===== config.mk =====
export PLATFORM = sky130hd
export DESIGN_NAME = popcount_8b_pattern_gen
export DESIGN_NICKNAME = d
export VERILOG_FILES = /design/src/rtl/popcount_8b_pattern_gen.sv
export SDC_FILE = /design/constraint.sdc
export NUM_CORES = 1
export LEC_CHECK = 0
export ABC_AREA = 1
export CAP_MARGIN = 5
export CORE_AREA = 5 5 65 79
export DETAILED_ROUTE_END_ITERATION = 12
export DIE_AREA = 0 0 70 84
export HOLD_SLACK_MARGIN = 0.1
export PLACE_DENSITY = 0.72
export SLEW_MARGIN = 25
export SYNTH_ARGS = -nofsm -noshare
export SYNTH_HDL_FRONTEND = slang
export SYNTH_SLANG_ARGS = --single-unit

===== constraint.sdc =====
create_clock -name clk -period 1.96 [get_ports clk]
set_input_delay 0.196 -clock clk [delete_from_list [all_inputs] [get_ports clk]]
set_output_delay 0.196 -clock clk [all_outputs]
set_load 0.05 [all_outputs]

===== src/rtl/popcount_8b_pattern_gen.sv =====
// Streaming enumerator: for a requested popcount k, emits every 8-bit pattern with
// min(k, 8) ones in ascending order over a val/rdy stream.
module popcount_8b_pattern_gen (
  input  logic       clk,
  input  logic       reset,
  input  logic       istream_val,
  output logic       istream_rdy,
  input  logic [3:0] istream_msg,
  output logic       ostream_val,
  input  logic       ostream_rdy,
  output logic [7:0] ostream_msg,
  output logic       ostream_last
);

  typedef enum logic [0:0] {StIdle, StEmit} state_e;

  state_e      state_q;
  logic [7:0]  pattern_q;
  logic [7:0]  top_q;

  logic [3:0]  keff;
  logic [15:0] init_w;
  logic [15:0] top_w;
  logic [7:0]  lsb;
  logic [7:0]  ripple;
  logic [7:0]  spread;
  logic [7:0]  succ;
  logic [2:0]  ctz;
  logic        at_top;

  // First and final patterns of the burst for the clamped request count.
  always_comb begin
    keff   = (istream_msg > 4'd8) ? 4'd8 : istream_msg;
    init_w = (16'd1 << keff) - 16'd1;
    top_w  = init_w << (4'd8 - keff);
  end

  // Gosper successor: next larger value with the same number of set bits.
  always_comb begin
    lsb    = pattern_q & (~pattern_q + 8'd1);
    ripple = pattern_q + lsb;
    ctz    = 3'd0;
    for (int i = 7; i >= 0; i--) begin
      if (lsb[i]) ctz = 3'(i);
    end
    spread = ((ripple ^ pattern_q) >> 2) >> ctz;
    succ   = ripple | spread;
  end

  assign at_top = (pattern_q == top_q);

  always_ff @(posedge clk or posedge reset) begin
    if (reset) begin
      state_q   <= StIdle;
      pattern_q <= 8'h00;
      top_q     <= 8'h00;
    end else begin
      unique case (state_q)
        StIdle: begin
          if (istream_val) begin
            pattern_q <= init_w[7:0];
            top_q     <= top_w[7:0];
            state_q   <= StEmit;
          end
        end
        StEmit: begin
          if (ostream_rdy) begin
            if (at_top) state_q   <= StIdle;
            else        pattern_q <= succ;
          end
        end
        default: state_q <= StIdle;
      endcase
    end
  end

  assign istream_rdy  = (state_q == StIdle);
  assign ostream_val  = (state_q == StEmit);
  assign ostream_msg  = pattern_q;
  assign ostream_last = (state_q == StEmit) && at_top;

endmodule


-- Word level (Yosys, flattened, before mapping)
Index checks and enable logic that the tools add are counted.
- register bits: 17
- bits of input ports: 8
- output and inout port bits: 11
- logic and storage cells: 40
- add/sub/neg operators: 4
- order comparisons: 1
- equal/unequal tests: 4
- shifts and indexed selects: 3
- mux-type cells: 17
- bitwise logic cells: 5
- reductions and logical operators: 3
- operators by type and width (cell ; number):
    3-bit 2-to-1 mux ; 8
    8-bit 2-to-1 mux ; 3
    8-bit case mux with 2 select lines ; 1
    1-bit by 4-bit left shift with 16-bit output, first input constant ; 1
    16-bit by 4-bit left shift with 8-bit output ; 1
    16-bit by 1-bit subtractor with 16-bit output, second input constant ; 1
    8-bit by 1-bit adder with 8-bit output, second input constant ; 1
    8-bit adder ; 1
    8-bit AND ; 1
    8-bit == test ; 1
    8-bit inverter ; 1
    8-bit OR ; 1
    6-bit by 3-bit >> shifter with 8-bit output ; 1
    8-bit bitwise XOR ; 1
    2-bit inequality test, second input constant ; 3
    4-bit > comparator, second input constant ; 1
    4-bit 2-to-1 mux ; 1
    4-bit subtractor, first input constant ; 1
    1-bit 2-to-1 mux ; 3
    3-bit AND reduction ; 1
    1-bit case mux with 2 select lines ; 1
    2-bit AND reduction ; 1
    1-bit logical AND ; 1
    1-bit inverter ; 1

-- Longest topological paths before layout
- depth in word-level cells: 16
- gate-level depth with buffers: 17
- depth with buffers taken out: 17

-- Worst setup path after synthesis
Ideal clock, no wire load.
- path kind: register to output
- start point: register state_q (netlist: ostream_val)
- end point: output port ostream_last
- arrival time: 2.153 ns
- data required time: 1.764 ns
- path slack: -0.389 ns
- cell stages (with the launch flop): 5
- path buffers: 2
- cells stage by stage: dfrtp_1 -> buf_2 -> inv_1 -> clkbuf_1 -> nor2_1
- word-level cells in the longest chain between the ends: 1
- ends and longest elaborated chain (item ; line ; RTL):
    start, declared ; 17 ; state_e state_q;
    start signal, assigned ; 54 ; state_q <= StIdle;
    start signal, assigned ; 63 ; state_q <= StEmit;
    start signal, assigned ; 68 ; if (at_top) state_q <= StIdle;
    1-bit logical AND ; 80 ; assign ostream_last = (state_q == StEmit) && at_top;
    end, declared ; 12 ; output logic ostream_last
No other way between the ends.

-- Worst setup path after layout
- start point: register pattern_q[2] (netlist: ostream_msg[2])
- end point: output port ostream_last
- word-level cells in the longest chain between the ends: 2
- ends and longest elaborated chain (item ; line ; RTL):
    start, declared ; 18 ; logic [7:0] pattern_q;
    start signal, assigned ; 61 ; pattern_q <= init_w[7:0];
    start signal, assigned ; 69 ; else pattern_q <= succ;
    8-bit == test ; 50 ; assign at_top = (pattern_q == top_q);
    1-bit logical AND ; 80 ;
No other way between the ends.

==> results by stage <==
Setup path:
- The worst setup path category is reg -> out.
- For the worst setup path, the data required time is ~1800 ps.
- The highest fanout seen on the critical path is 9.
- STA classifies the critical path endpoint as a primary output.
- STA classifies the critical path startpoint as a flop.
- At the worst endpoint, the arrival time is 1680 ps.

Die:
- The floorplan step defined a die boundary enclosing about 5900 um^2.
- The number of I/O pins is 19.
- The height of the chip is between 80 and 90 um.
- The total number of placement rows is 27.
- The total area inside the core boundary comes to 4390 um^2.
- The effective utilization at floorplan is roughly 45%.
- The die span in x is roughly 70 um.

Clocking:
- The number of CTS-inserted buffers is 3.
- The depth of the CTS H-tree is 1.
- The clock tree from TritonCTS is built.
- For the worst-skew pair, the clock arrives at the later sink with an insertion delay of roughly 260 ps.
- Clock tree synthesis found a total of 17 sinks.
- The tree is rooted in a sky130_fd_sc_hd__clkbuf_8.
- Clock-pin slew was measured on the worst setup and hold paths at roughly 70 ps.
- The largest buffer count on any clock path is 2.
- The count of hold buffers inserted by post-cts repair is 0.

Timing:
- The final worst-path cycle share is about 96%.
- Between clock sinks in the finished design, the worst skew comes to approximately 3.3 ps.
- Setup violations remaining at the end of the flow were counted as 0.
- The setup total negative slack is 0 ps.
- The max-slew violation count was 0.
- The time the final worst path needs with I/O delays and setup is ~1900 ps.
- The final hold slack is about 320 ps.
- The worst pin sits at a relative slew slack of between 50% and 60%.
- Setup repair after global routing left no endpoint under its margin.
- The worst-margin pin slew is roughly 660 ps.
- The total count of hold-check failures in the final report is 0.
- For this run, the top clock speed supported by timing is between 500 and 600 MHz.

Power and ir drop:
- The analysis attributes to net switching a power of 2.00 mW.
- Dividing total power by cell area gives a power density of between 1000 and 1500 nW/um^2.
- Per report_power, the sequential group accounts for 23.1% of the total.
- The portion of total power attributed to the clock network is roughly 7.5%.
- Total power for the finished layout comes to 3.58 mW.
- The worst-case IR drop observed on VDD is 0.424 mV.
- The analysis attributes to cell leakage a power of about 1.3 nW.
- The internal power is 1.58 mW.
- The share of total power in combinational logic is between 60% and 70%.
- The switching share of total power is 55.9%.

Drt:
- Dividing the detail-routed wire length by the instance count gives roughly 13 um.
- The post-route DRC violation count is 0.
- The number of violations reported at the end of detailed-routing iteration 0 is 155.
- The number of detailed-route iterations in the first pass is 4.
- The total vias in the final route is between 2000 and 2500.
- The post-detailed-routing wire length is 5390 um.
- The number of vias per cell after detailed routing is ~5.1.
- The number of nets still failing antenna checks after routing is 0.

Run:
- Across the run, the number of max-cap violations was 0.

Synthesis:
- After technology mapping, the gate count stands at roughly 310.
- The mapped netlist covers just under 2000 um^2.
- Counting every net in the synthesized netlist gives between 300 and 400.
- Dividing the synthesized area by the synthesized cell count gives ~6.4 um^2.
- The synthesized netlist contains 35 unique library cells.
- The warning count from the yosys run is 0.
- Sequential cells were found to cover a little over a fifth of the synthesized design area.
- The number of synthesized register bits is 17.

Place:
- Summed over all nets, the half-perimeter wirelength after detailed placement is 4340 um.
- The count of input and output buffers is 18.
- The congestion estimate from routability-driven global placement came to between 0.8 and 0.9.

Global route:
- Entering global routing, the biggest net connects 18 pins.
- Global routing finished with a remaining overflow of 0.
- The via count of the first global-routing pass was about 2000.
- The number of antenna violations at the first check in global routing is 0.
- The global-route wire length before repair is 9060 um.
- The global-route total usage across every layer is between 10% and 20%.

Min path:
- The tightest min-delay check is of the in -> async type.

Layout:
- The repair_antennas step left the layout with diodes totalling 0.
- The post-synthesis to final-layout area growth is 31.1%.
- The number of fill cells is 417.
- The layout cell share with drive strength beyond 1 is between 20% and 30%.
- At the end of the flow, the number of nets in the layout was 372.

Status:
- The run finished with clean final reports.
==> metal layers <==
| metal | up-vias | wire length (um) | share of wire, % | track usage [%] |
|---|---|---|---|---|
| met5 | - | 0 | 0 | 0 |
| met4 | 0 | 101 | 1.9 | 7.84 |
| met3 | 9 | 137 | 2.5 | 1.20 |
| met2 | 45 | 3000 | 56 | 35.6 |
| met1 | 970 | 2150 | 40 | 21.3 |
| li1 | 1096 | - | - | - |
==> synth_stat cells, drive strengths merged <==
| master | n | area [um^2] |
|---|---|---|
| a21oi | 13 | 68.8 |
| a22oi | 3 | 22.5 |
| a31oi | 1 | 6.26 |
| buf | 6 | 45.0 |
| clkbuf | 3 | 12.5 |
| clkinv | 1 | 3.75 |
| dfrtp | 17 | 425 |
| ha | 7 | 87.6 |
| inv | 31 | 121 |
| nand2 | 118 | 493 |
| nand3 | 33 | 213 |
| nand3b | 3 | 26.3 |
| nand4 | 9 | 62.6 |
| nor2 | 30 | 158 |
| o211ai | 2 | 15.0 |
| o21ai | 19 | 103 |
| o22ai | 3 | 18.8 |
| or2 | 2 | 12.5 |
| xor2 | 8 | 70.1 |
==> critical path: stages, from the launching register on <==
cell and delay [ps]:
sky130_fd_sc_hd__dfrtp_2 500, sky130_fd_sc_hd__inv_2 170, sky130_fd_sc_hd__nand2_1 70, sky130_fd_sc_hd__a21oi_1 160
sky130_fd_sc_hd__nand4_2 220, sky130_fd_sc_hd__nor2_4 160, sky130_fd_sc_hd__buf_12 140
==> repair_timing <==
action	in CTS	in global routing
endpoints found under the setup margin	13	10
resized for setup	30	6
pin swaps	9	4
setup buffers	3	1
==> power by group through the flow <==
stage	clock (mW)	combinational, mW	sequential [mW]
after floorplan	0	1.73	0.929
after global placement	0	2.40	0.814
after detailed placement	0	2.42	0.822
after CTS	0.269	2.47	0.821
after global routing	0.289	2.75	0.862
final	0.268	2.48	0.827
==> cell usage in the layout, fill, tap and decap left out, types with 3 or more instances in the layout <==
| cell | count |
|---|---|
| sky130_fd_sc_hd__nand2_1 | 103 |
| sky130_fd_sc_hd__buf_4 | 40 |
| sky130_fd_sc_hd__nand3_1 | 26 |
| sky130_fd_sc_hd__nor2_1 | 21 |
| sky130_fd_sc_hd__inv_1 | 20 |
| sky130_fd_sc_hd__o21ai_0 | 13 |
| sky130_fd_sc_hd__dfrtp_1 | 13 |
| sky130_fd_sc_hd__a21oi_1 | 11 |
| sky130_fd_sc_hd__inv_2 | 9 |
| sky130_fd_sc_hd__nand2_2 | 9 |
| sky130_fd_sc_hd__nand4_1 | 8 |
| sky130_fd_sc_hd__xor2_1 | 7 |
| sky130_fd_sc_hd__nand2_4 | 6 |
| sky130_fd_sc_hd__clkdlybuf4s50_1 | 6 |
| sky130_fd_sc_hd__nor2_2 | 4 |
| sky130_fd_sc_hd__nand3_2 | 4 |
| sky130_fd_sc_hd__o21ai_1 | 4 |
| sky130_fd_sc_hd__ha_4 | 4 |
| sky130_fd_sc_hd__dfrtp_2 | 4 |
| sky130_fd_sc_hd__nand3_4 | 3 |
| sky130_fd_sc_hd__a22oi_1 | 3 |
| sky130_fd_sc_hd__nor2_4 | 3 |
| sky130_fd_sc_hd__o22ai_1 | 3 |
| sky130_fd_sc_hd__clkbuf_8 | 3 |
==> stage by stage <==
stage / instances / util [%] / setup slack, ps / instance area, um^2
final: 414 / 58.7 / 81.7 / 2580
after global routing: 414 / 58.7 / 4.01 / 2580
after CTS: 413 / 58.4 / 3.41 / 2560
after detailed placement: 406 / 54.8 / -532 / 2400
after global placement: 406 / 54.8 / -503 / 2400
after floorplan: 309 / - / 31.3 / 1980
==> state kept, by name, summed over array words and instances, names as in the netlist <==
signal       cells
ostream_val      1
top_q            8
ostream_msg      8
==> cell type report <==
| cell class | count | area [um^2] | area share [%] |
|---|---|---|---|
| clock inverters | 1 | 5.00 | 0.194 |
| flip-flops and latches | 17 | 430 | 16.7 |
| repair buffers | 52 | 434 | 16.9 |
| inverters | 32 | 125 | 4.86 |
| multi-input cells | 251 | 1470 | 57.0 |
| clock buffers | 3 | 41.3 | 1.60 |
| well taps | 58 | 72.6 | 2.82 |
==> logic make-up after synthesis <==
logic type | after synthesis | share of synthesized area, %
adders and majority gates | 7 | 4.46
and+or+nand+nor | 195 | 49.1
buffers and inverters | 41 | 9.30
xor gates and xnor gates | 8 | 3.57
AOI/OAI and AO/OA | 41 | 11.9
DFF | 17 | 21.7
==> worst paths after layout <==
path	depth (start not counted)	slack [ps]	from	end
hold / removal	2	320	reset	top_q[5]
hold reg to reg	2	500	top_q[4]	top_q[4]
max in group asynchronous	2	1180	reset	ostream_msg[3]
setup reg to reg	12	170	ostream_msg[0]	ostream_msg[2]
min in group clk	2	500	top_q[4]	top_q[4]
setup / recovery	6	80	ostream_msg[2]	ostream_last
No activity file was read; power rests on OpenSTA's default activity.
